## src/rtl/eth_pkg.sv

```systemverilog
// Shared Ethernet/IPv4/UDP constants and parser state type, used by both the RX parser
// and the transmit scheduler.
package eth_pkg;

    typedef enum logic [1:0] {
        StIdle,
        StHeader,
        StPayload,
        StDrain
    } rx_state_e;

    localparam logic [15:0] ETHERTYPE_IPV4 = 16'h0800;
    localparam logic [7:0]  IPV4_VER_IHL   = 8'h45;
    localparam logic [7:0]  IP_PROTO_UDP   = 8'h11;

    localparam int unsigned HDR_LEN     = 42;
    localparam int unsigned UDP_HDR_LEN = 8;

    localparam logic [10:0] DST_MAC_OFS   = 11'd0;
    localparam logic [10:0] ETHERTYPE_OFS = 11'd12;
    localparam logic [10:0] VER_IHL_OFS   = 11'd14;
    localparam logic [10:0] PROTO_OFS     = 11'd23;
    localparam logic [10:0] DST_IP_OFS    = 11'd30;
    localparam logic [10:0] DST_PORT_OFS  = 11'd36;
    localparam logic [10:0] UDP_LEN_OFS   = 11'd38;

endpackage

```

## src/rtl/udp_rx_parser.sv

```systemverilog
// Receive-side Ethernet/IPv4/UDP header checker and payload extractor. Checks the fixed
// 42-byte header against local addresses/ports and streams the UDP payload to the sinks.
module udp_rx_parser
    import eth_pkg::*;
#(
    parameter logic [47:0] LOCAL_MAC   = 48'h0012_3456_7890,
    parameter logic [31:0] LOCAL_IP    = 32'hC0A8_0004,
    parameter logic [15:0] VIDEO_PORT  = 16'h0400,
    parameter logic [15:0] AUDIO_PORT  = 16'h0401,
    parameter int unsigned MAX_PAYLOAD = 1024
) (
    input  logic        clk_50mhz_i,
    input  logic        eth_rst_i,
    input  logic [7:0]  rx_data_i,
    input  logic        rx_valid_i,
    input  logic        rx_sof_i,
    input  logic        rx_eof_i,
    output logic [7:0]  pl_data_o,
    output logic        pl_valid_o,
    output logic        pl_last_o,
    output logic        pl_abort_o,
    output logic        audio_video_o,
    output logic [10:0] pl_len_o,
    output logic        frame_ok_o,
    output logic        frame_drop_o,
    output logic [15:0] drop_cnt_o
);

    localparam logic [10:0] HDR_LAST = 11'(HDR_LEN - 1);

    rx_state_e   state_q;
    logic [10:0] cnt_q;
    logic [7:0]  port_hi_q;
    logic [15:0] udp_len_q;
    logic        abort_pend_q;
    logic [7:0]  pl_data_q;
    logic        pl_valid_q, pl_last_q, pl_abort_q, audio_video_q, frame_ok_q, frame_drop_q;
    logic [10:0] pl_len_q;
    logic [15:0] drop_cnt_q;

    logic [10:0] hdr_idx;
    logic [1:0]  ip_ofs;
    logic [7:0]  mac_byte, ip_byte;
    logic [15:0] port_w, pl_len_w;
    logic        hdr_bad, len_bad, hdr_step;

    // A byte carrying rx_sof is always header byte 0, whatever state we were in.
    always_comb begin
        hdr_idx  = rx_sof_i ? DST_MAC_OFS : cnt_q;
        hdr_step = rx_sof_i || (state_q == StHeader);
        ip_ofs   = hdr_idx[1:0] - DST_IP_OFS[1:0];
        mac_byte = 8'(LOCAL_MAC >> (6'd40 - {hdr_idx[2:0], 3'b000}));
        ip_byte  = 8'(LOCAL_IP >> (5'd24 - {ip_ofs, 3'b000}));
        port_w   = {port_hi_q, rx_data_i};
        hdr_bad  = 1'b0;
        if (hdr_idx < DST_MAC_OFS + 11'd6) begin
            hdr_bad = rx_data_i != mac_byte;
        end else if (hdr_idx == ETHERTYPE_OFS) begin
            hdr_bad = rx_data_i != ETHERTYPE_IPV4[15:8];
        end else if (hdr_idx == ETHERTYPE_OFS + 11'd1) begin
            hdr_bad = rx_data_i != ETHERTYPE_IPV4[7:0];
        end else if (hdr_idx == VER_IHL_OFS) begin
            hdr_bad = rx_data_i != IPV4_VER_IHL;
        end else if (hdr_idx == PROTO_OFS) begin
            hdr_bad = rx_data_i != IP_PROTO_UDP;
        end else if (hdr_idx >= DST_IP_OFS && hdr_idx < DST_IP_OFS + 11'd4) begin
            hdr_bad = rx_data_i != ip_byte;
        end else if (hdr_idx == DST_PORT_OFS) begin
            hdr_bad = rx_data_i != VIDEO_PORT[15:8] && rx_data_i != AUDIO_PORT[15:8];
        end else if (hdr_idx == DST_PORT_OFS + 11'd1) begin
            hdr_bad = port_w != VIDEO_PORT && port_w != AUDIO_PORT;
        end
        pl_len_w = udp_len_q - 16'(UDP_HDR_LEN);
        len_bad  = udp_len_q < 16'(UDP_HDR_LEN) || pl_len_w > 16'(MAX_PAYLOAD);
    end

    always_ff @(posedge clk_50mhz_i or posedge eth_rst_i) begin
        if (eth_rst_i) begin
            state_q       <= StIdle;
            cnt_q         <= '0;
            port_hi_q     <= '0;
            udp_len_q     <= '0;
            abort_pend_q  <= 1'b0;
            pl_data_q     <= '0;
            pl_valid_q    <= 1'b0;
            pl_last_q     <= 1'b0;
            pl_abort_q    <= 1'b0;
            audio_video_q <= 1'b0;
            pl_len_q      <= '0;
            frame_ok_q    <= 1'b0;
            frame_drop_q  <= 1'b0;
        end else begin
            pl_valid_q   <= 1'b0;
            pl_last_q    <= 1'b0;
            frame_ok_q   <= 1'b0;
            abort_pend_q <= 1'b0;
            // A payload cut short by rx_eof is reported one cycle after its last byte.
            pl_abort_q   <= abort_pend_q;
            frame_drop_q <= abort_pend_q;
            if (rx_valid_i) begin
                if (rx_sof_i && state_q == StPayload) begin
                    pl_abort_q   <= 1'b1;
                    frame_drop_q <= 1'b1;
                end else if (rx_sof_i && state_q == StHeader) begin
                    frame_drop_q <= 1'b1;
                end
                if (hdr_step) begin
                    cnt_q <= hdr_idx + 11'd1;
                    if (hdr_idx == DST_PORT_OFS) port_hi_q <= rx_data_i;
                    if (hdr_idx == DST_PORT_OFS + 11'd1 && !hdr_bad) begin
                        audio_video_q <= (port_w == AUDIO_PORT);
                    end
                    if (hdr_idx == UDP_LEN_OFS) udp_len_q[15:8] <= rx_data_i;
                    if (hdr_idx == UDP_LEN_OFS + 11'd1) udp_len_q[7:0] <= rx_data_i;
                    if (hdr_bad) begin
                        frame_drop_q <= 1'b1;
                        state_q      <= rx_eof_i ? StIdle : StDrain;
                    end else if (hdr_idx == HDR_LAST) begin
                        if (len_bad) begin
                            frame_drop_q <= 1'b1;
                            state_q      <= rx_eof_i ? StIdle : StDrain;
                        end else if (pl_len_w == 16'd0) begin
                            frame_ok_q <= 1'b1;
                            state_q    <= rx_eof_i ? StIdle : StDrain;
                        end else if (rx_eof_i) begin
                            frame_drop_q <= 1'b1;
                            state_q      <= StIdle;
                        end else begin
                            pl_len_q <= pl_len_w[10:0];
                            cnt_q    <= '0;
                            state_q  <= StPayload;
                        end
                    end else if (rx_eof_i) begin
                        frame_drop_q <= 1'b1;
                        state_q      <= StIdle;
                    end else begin
                        state_q <= StHeader;
                    end
                end else if (state_q == StPayload) begin
                    pl_data_q  <= rx_data_i;
                    pl_valid_q <= 1'b1;
                    cnt_q      <= cnt_q + 11'd1;
                    if (cnt_q == pl_len_q - 11'd1) begin
                        pl_last_q  <= 1'b1;
                        frame_ok_q <= 1'b1;
                        state_q    <= rx_eof_i ? StIdle : StDrain;
                    end else if (rx_eof_i) begin
                        abort_pend_q <= 1'b1;
                        state_q      <= StIdle;
                    end
                end else if (state_q == StDrain && rx_eof_i) begin
                    state_q <= StIdle;
                end
            end
        end
    end

    always_ff @(posedge clk_50mhz_i or posedge eth_rst_i) begin
        if (eth_rst_i) begin
            drop_cnt_q <= '0;
        end else if (frame_drop_q && drop_cnt_q != 16'hFFFF) begin
            drop_cnt_q <= drop_cnt_q + 16'd1;
        end
    end

    assign pl_data_o     = pl_data_q;
    assign pl_valid_o    = pl_valid_q;
    assign pl_last_o     = pl_last_q;
    assign pl_abort_o    = pl_abort_q;
    assign audio_video_o = audio_video_q;
    assign pl_len_o      = pl_len_q;
    assign frame_ok_o    = frame_ok_q;
    assign frame_drop_o  = frame_drop_q;
    assign drop_cnt_o    = drop_cnt_q;

endmodule

```

## config.mk

```make
export PLATFORM = sky130hd
export DESIGN_NAME = udp_rx_parser
export DESIGN_NICKNAME = d
export VERILOG_FILES = /design/src/rtl/eth_pkg.sv /design/src/rtl/udp_rx_parser.sv
export SDC_FILE = /design/constraint.sdc
export NUM_CORES = 1
export LEC_CHECK = 0
export CORE_ASPECT_RATIO = 1.4
export CORE_MARGIN = 1
export CORE_UTILIZATION = 62
export DETAILED_ROUTE_END_ITERATION = 7
export PLACE_DENSITY = 0.88
export SLEW_MARGIN = 0
export SYNTH_ARGS = -nofsm -noshare
export SYNTH_HDL_FRONTEND = slang
export SYNTH_SLANG_ARGS = --single-unit
```

## constraint.sdc

```tcl
create_clock -name clk_50mhz_i -period 7.8 [get_ports clk_50mhz_i]
set_clock_uncertainty 0.05 [all_clocks]
set_input_delay 1.95 -clock clk_50mhz_i [delete_from_list [all_inputs] [get_ports clk_50mhz_i]]
set_output_delay 1.95 -clock clk_50mhz_i [all_outputs]
set_load 0.01 [all_outputs]
```

# [After elaboration in Yosys (flattened, before gate mapping)]
# Cells that the tools add are included.
[classes] addsub=8 muxes=57 div_mod_pow=0 order_cmp=5 reduce_logical=22 eq_ne=24 bitwise_logic=5 mul=0 n_shift=2
[ops] op="11-bit 2-to-1 mux" count=8
[ops] op="11-bit by 6-bit == test with 1-bit output (second input constant)" count=5
[ops] op="1-bit 2-to-1 mux" count=38
[ops] op="37-bit by 6-bit right shift with 8-bit output (first input constant)" count=1
[ops] op="11-bit by 4-bit == test with 1-bit output (second input constant)" count=3
[ops] op="16-bit by 11-bit != test with 1-bit output (second input constant)" count=2
[ops] op="32-bit by 5-bit right shift with 8-bit output (first input constant)" count=1
[ops] op="11-bit by 1-bit adder with 11-bit output (second input constant)" count=2
[ops] op="2-bit 2-to-1 mux" count=11
[ops] op="3-bit AND reduction" count=6
[ops] op="16-bit by 1-bit adder with 16-bit output (second input constant)" count=1
[ops] op="16-bit by 11-bit == test with 1-bit output (second input constant)" count=1
[ops] op="16-bit by 11-bit > comparator with 1-bit output (second input constant)" count=1
[ops] op="16-bit logical NOT" count=1
[ops] op="16-bit by 4-bit less-than comparator with 1-bit output (second input constant)" count=1
[ops] op="16-bit != test (second input constant)" count=1
[ops] op="8-bit != test" count=2
[ops] op="16-bit by 4-bit subtractor with 16-bit output (second input constant)" count=1
[ops] op="11-bit == test" count=1
[ops] op="11-bit by 5-bit == test with 1-bit output (second input constant)" count=1
[ops] op="11-bit by 5-bit >= comparator with 1-bit output (second input constant)" count=1
[ops] op="11-bit by 3-bit less-than comparator with 1-bit output (second input constant)" count=1
[ops] op="11-bit by 6-bit less-than comparator with 1-bit output (second input constant)" count=1
[ops] op="11-bit by 1-bit subtractor with 11-bit output (second input constant)" count=1
[ops] op="other kinds (19)" count=31
[word_totals] latch_bits=0 ramBits=0 n_memories=0 romBits=0 in_bits=13 regBits=79 output_inout_bits=41

# [Logic depth before layout (Yosys ltp)]
[logic_depth] depth_word=14 ltp_mapped=11 depth_no_buf=9

# [Least setup slack after synthesis]
# Ideal clock, no wire load.
[synth_timing] path_kind="in2reg" startpoint="input rx_sof_i" endpoint="register frame_drop_q, in the netlist frame_drop_o" stages=10 t_arrival_ps=4001 path_slack_ps=3607 setup_time_ps=142 t_required_ps=7608 path_buffers=2 path_cell_list="clkbuf_1 > nand2b_1 > ha_1 > clkbuf_1 > nand2b_1 > a221o_1 > a2111oi_0 > a31oi_1 > o22ai_1 > a41oi_1"
[synth_between] elab_chain_cells=14
[synth_lines] element="start: declaration" line="udp_rx_parser.sv:16" text="input logic rx_sof_i,"
[synth_lines] element="11-bit 2-to-1 mux" line="udp_rx_parser.sv:49" text="hdr_idx = rx_sof_i ? DST_MAC_OFS : cnt_q;"
[synth_lines] element="2-bit subtractor" line="udp_rx_parser.sv:51" text="ip_ofs = hdr_idx[1:0] - DST_IP_OFS[1:0];"
[synth_lines] element="5-bit subtractor" line="udp_rx_parser.sv:53" text="ip_byte = 8'(LOCAL_IP >> (5'd24 - {ip_ofs, 3'b000}));"
[synth_lines] element="32-bit by 5-bit right shift with 8-bit output" line="udp_rx_parser.sv:53"
[synth_lines] element="8-bit != test" line="udp_rx_parser.sv:67" text="hdr_bad = rx_data_i != ip_byte;"
[synth_lines] element="1-bit 2-to-1 mux" line="udp_rx_parser.sv:66" text="end else if (hdr_idx >= DST_IP_OFS && hdr_idx < DST_IP_OFS + 11'd4) begin"
[synth_lines] element="1-bit 2-to-1 mux" line="udp_rx_parser.sv:64" text="end else if (hdr_idx == PROTO_OFS) begin"
[synth_lines] element="1-bit 2-to-1 mux" line="udp_rx_parser.sv:62" text="end else if (hdr_idx == VER_IHL_OFS) begin"
[synth_lines] element="1-bit 2-to-1 mux" line="udp_rx_parser.sv:60" text="end else if (hdr_idx == ETHERTYPE_OFS + 11'd1) begin"
[synth_lines] element="1-bit 2-to-1 mux" line="udp_rx_parser.sv:58" text="end else if (hdr_idx == ETHERTYPE_OFS) begin"
[synth_lines] element="1-bit 2-to-1 mux" line="udp_rx_parser.sv:56" text="if (hdr_idx < DST_MAC_OFS + 11'd6) begin"
[synth_lines] element="1-bit 2-to-1 mux" line="udp_rx_parser.sv:115" text="if (hdr_bad) begin"
[synth_lines] element="1-bit 2-to-1 mux *" line="udp_rx_parser.sv:107" text="if (hdr_step) begin"
[synth_lines] element="1-bit 2-to-1 mux *" line="udp_rx_parser.sv:100" text="if (rx_valid_i) begin"
[synth_lines] element="end signal: assignment" line="udp_rx_parser.sv:99" text="frame_drop_q <= abort_pend_q;"
[synth_lines] element="end: declaration" line="udp_rx_parser.sv:37" text="logic pl_valid_q, pl_last_q, pl_abort_q, audio_video_q, frame_ok_q, frame_drop_q;"
# Every way passes the cells marked *; elsewhere a longest branch is shown, timed or not.
# A chain may end at the register's enable or synchronous reset.

# [Final worst setup path]
[layout_timing] startpoint="input rx_sof_i" endpoint="register pl_len_q[2], in the netlist pl_len_o[2]"
[layout_between] elab_chain_cells=13
[layout_lines] element="11-bit 2-to-1 mux" line="udp_rx_parser.sv:49"
[layout_lines] element="2-bit subtractor" line="udp_rx_parser.sv:51"
[layout_lines] element="5-bit subtractor" line="udp_rx_parser.sv:53"
[layout_lines] element="32-bit by 5-bit right shift with 8-bit output" line="udp_rx_parser.sv:53"
[layout_lines] element="8-bit != test" line="udp_rx_parser.sv:67"
[layout_lines] element="1-bit 2-to-1 mux" line="udp_rx_parser.sv:66"
[layout_lines] element="1-bit 2-to-1 mux" line="udp_rx_parser.sv:64"
[layout_lines] element="1-bit 2-to-1 mux" line="udp_rx_parser.sv:62"
[layout_lines] element="1-bit 2-to-1 mux" line="udp_rx_parser.sv:60"
[layout_lines] element="1-bit 2-to-1 mux" line="udp_rx_parser.sv:58"
[layout_lines] element="1-bit 2-to-1 mux" line="udp_rx_parser.sv:56"
[layout_lines] element="1-bit inverter (no source line)"
[layout_lines] element="7-bit AND reduction (no source line) *"
[layout_lines] element="end signal: assignment" line="udp_rx_parser.sv:129" text="pl_len_q <= pl_len_w[10:0];"
[layout_lines] element="end: declaration" line="udp_rx_parser.sv:38" text="logic [10:0] pl_len_q;"
# Marks and branches as above.

==> reports/metrics.csv <==
stage,metric,value,unit
power_and_ir_drop,p_switching,0.000558,W
placed_design,dpl.cell_count,636,
finish,synthToLayoutAreaGrowth,13.8,%
sta,report.final.slew_viol_count,0,
detailed_routing,post_drt_wl_per_cell,18.7,microns
detailed_routing,vias,4273,
finish,drive_above_1_share,12.5,%
sta,finalSetupViolations,0,
critical_path,r2r-start,cnt_q[0]$_DFFE_PP0P_,
sta,rsz0062_at_grt,no,
finish,num-fill-cells,583,
critical_path,worstPathRequired,8000,ps
power_and_ir_drop,sw_frac_of_total,38.5,%
critical_path,arrival,6090,ps
logic_synthesis,synth_nets,535,
logic_synthesis,yosysSeqAreaShare,39.6,%
finish,nets,571,
clock_network,postCtsSetupBuffers,0,
logic_synthesis,yosys_warnings,0,
min_path,hold-path-cell-count,1,
die,core_area,0.00775,sq mm
logic_synthesis,synth_top_cell_area_share,39.6,%
critical_path,rr_worst_depth,8,
detailed_routing,drc_errors,0,
clock_network,cts_made_buffers,9,
critical_path,critPathKind,in -> reg,
placed_design,port_buffers,53,
min_path,whs_endpoint,drop_cnt_o[15]$_DFFE_PP0P_,
global_route,grt_pass1_wl,20200,microns
power_and_ir_drop,cellLeakagePower,2.38,nW
outcome,status,"finished, final reports clean",
clock_network,cts_buffer_depth,2,
placed_design,place.gp.congestion,0.913,
clock_network,htreeDepth,3,
logic_synthesis,ys_async_sr_fraction,100,%
critical_path,worstPathMaxFanout,27,
sta,period_minus_slack,5890,ps
global_route,antenna_found_initial,0,
sta,finalHoldViolCount,0,
job,cap_violations,0,
power_and_ir_drop,pwr-share-clk,18.3,%
critical_path,cp-end-kind,flop,
power_and_ir_drop,p_int,0.000891,W
global_route,track_usage,31.1,%
logic_synthesis,syn_area,0.00499,sq mm
die,die_x,77.8,microns
sta,slew_headroom,21.2,%
logic_synthesis,synth.ff_latch_count,79,
clock_network,path_clk_slew,80,ps
logic_synthesis,avgSynthCellArea,9.76,sq um
die,start_util,64.4,%
sta,fin_setup_tns,0,ps
power_and_ir_drop,seq_power_share,43.1,%
global_route,grt_pass1_vias,4107,
power_and_ir_drop,powerDensity,255,mW/mm^2
logic_synthesis,synth.distinct_cells,73,
min_path,hp-start,drop_cnt_o[15]$_DFFE_PP0P_,
global_route,grt-ovfl-total,0,
sta,period_share,75.5,%
clock_network,clk_latency,370,ps
logic_synthesis,yosys-top-cells-area,"dfrtp_1, mux2_2, xnor2_1, ha_1, nand2_1",
detailed_routing,wirelength,12200,microns
finish,final_cells,651,
clock_network,hold_buffers,0,
die,die_area,0.00841,sq mm
finish,antennaDiodeCount,0,
detailed_routing,vias_per_cell,6.56,
die,design.portCount,54,
min_path,hp-class,reg -> reg,
critical_path,r2r_end,pl_len_o[2]$_DFFE_PP0P_,
power_and_ir_drop,share_comb_of_total_power,38.6,%
logic_synthesis,yosysTopAreaCell,dfrtp_1,
logic_synthesis,syn_inst,511,
sta,max_freq,170,MHz
sta,worst_pin_slew,1180,ps
clock_network,cts_root_buffer,clkbuf_8,
logic_synthesis,synth_edf_count,0,
power_and_ir_drop,vdd_drop_max,211,uV
clock_network,cts_resized,0,
detailed_routing,drtIter0Drc,286,
die,dieHeight,108,microns
placed_design,dp_hpwl,8770,microns
critical_path,critPathLaunchType,input port,
detailed_routing,firstDrtPassIters,8,
detailed_routing,antenna_left,0,
critical_path,r2r_slack,4120,ps
clock_network,cts_tree,yes,
logic_synthesis,synth_flop_cell,dfrtp_1,
clock_network,cts_sinks,79,
global_route,grt_max_degree,80,
die,fp-row-count,38,
[per-layer routing]
metal	up-vias	GRT usage [%]	routed length [microns]
met1	2085	37.1	4990
met3	35	4.81	599
li1	1971	-	-
met4	0	15.4	383
met5	-	0	0
met2	182	54.6	6210
[flip-flops by register name, summed over array words and instances (netlist names)]
name	flops
frame_ok_o	1
pl_abort_o	1
pl_data_o	8
pl_last_o	1
cnt_q	11
udp_len_q	16
state_q	2
drop_cnt_o	16
audio_video_o	1
abort_pend_q	1
frame_drop_o	1
port_hi_q	8
pl_valid_o	1
pl_len_o	11
[final cells by class]
class,instances,area (sq um),area share [%]
flip-flops and latches,79,1980,34.8
repair buffers,54,538,9.48
well taps,100,125,2.20
clock inverters,5,35.0,0.617
clock buffers,10,128,2.25
multi-input cells,383,2800,49.3
inverters,20,76.3,1.34
[worst max-delay path, stage by stage]
cell             delay [ps]
clkdlybuf4s50_1         870
nand2b_1                450
inv_1                   150
ha_1                    470
nor4bb_1                320
and3_2                  250
nand4_1                 180
a211oi_2               1010
mux2_2                  430
[power by group through the flow]
stage | logic (W) | registers (W) | clock network (W)
finish | 0.000559 | 0.000625 | 0.000265
global route | 0.000613 | 0.000638 | 0.000288
CTS | 0.000557 | 0.000621 | 0.000271
detailed placement | 0.000553 | 0.000628 | 0
global placement | 0.000532 | 0.000622 | 0
floorplan | 0.000384 | 0.000594 | 0
[synth_stat cells, drive strengths merged (6+ instances only)]
master and n:
o21ai 18, nor4 10, ha 11, nand2 32
clkbuf 26, xnor2 25, mux2 40, nand3 17
nor3b 6, dfrtp 79, mux2i 6, o31ai 9
nand2b 8, nor4b 6, a31oi 6, a211oi 6
nor3 17, nor2 30, a21oi 20, nand4 15
xor2 13, inv 19, and3 12
[worst max path at each step]
stage | startpoint | end | slack [ps] | cells past startpoint
after CTS | rx_sof_i | pl_len_o[2]$_DFFE_PP0P_ | 2020 | 9
after global placement | rx_sof_i | pl_len_o[2]$_DFFE_PP0P_ | 1900 | 9
after global routing | rx_sof_i | pl_len_o[2]$_DFFE_PP0P_ | 1690 | 9
after floorplan | rx_sof_i | frame_drop_o$_DFF_PP0_ | 3610 | 10
final | rx_sof_i | pl_len_o[2]$_DFFE_PP0P_ | 1910 | 9
after detailed placement | rx_sof_i | pl_len_o[2]$_DFFE_PP0P_ | 1590 | 9
[stage by stage]
stage                     setup slack [ps]  utilization [%]  power (W)  instance area [sq um]  hold WS (ps)
after floorplan                       3610                -   0.000977                   4990           416
after global placement                1900             71.2    0.00115                   5520           420
after detailed placement              1590             71.2    0.00118                   5520           436
after CTS                             2020             73.3    0.00145                   5680           447
after global routing                  1690             73.3    0.00154                   5680           469
final                                 1910             73.3    0.00145                   5680           443
[logic make-up after synthesis]
group / synth area share [%]
AND/OR/NAND/NOR: 20.9
AO/OA/AOI/OAI: 15.1
flip-flops: 39.6
buffers and inverters: 4.24
multiplexers: 10.8
XOR/XNOR: 6.67
adder cells (fa/ha/maj): 2.76
[cells in the final DEF, fill, tap and decap left out, drive strengths merged, types with 6 or more instances in the layout]
| cell type | netlist | layout |
|---|---|---|
| o31ai | 9 | 9 |
| a21oi | 20 | 20 |
| nand4 | 15 | 15 |
| nand3 | 17 | 17 |
| clkdlybuf4s50 | 0 | 53 |
| nand2 | 32 | 32 |
| ha | 11 | 11 |
| mux2 | 40 | 40 |
| nand2b | 8 | 8 |
| nor2 | 30 | 30 |
| xnor2 | 25 | 25 |
| xor2 | 13 | 13 |
| nor4b | 6 | 6 |
| and3 | 12 | 12 |
| a211oi | 6 | 6 |
| inv | 19 | 19 |
| mux2i | 6 | 6 |
| o21ai | 18 | 18 |
| nor3b | 6 | 6 |
| a31oi | 6 | 6 |
| clkbuf | 26 | 10 |
| nor4 | 10 | 10 |
| dfrtp | 79 | 79 |
| nor3 | 17 | 17 |
Power figures use the tool's default switching activity.
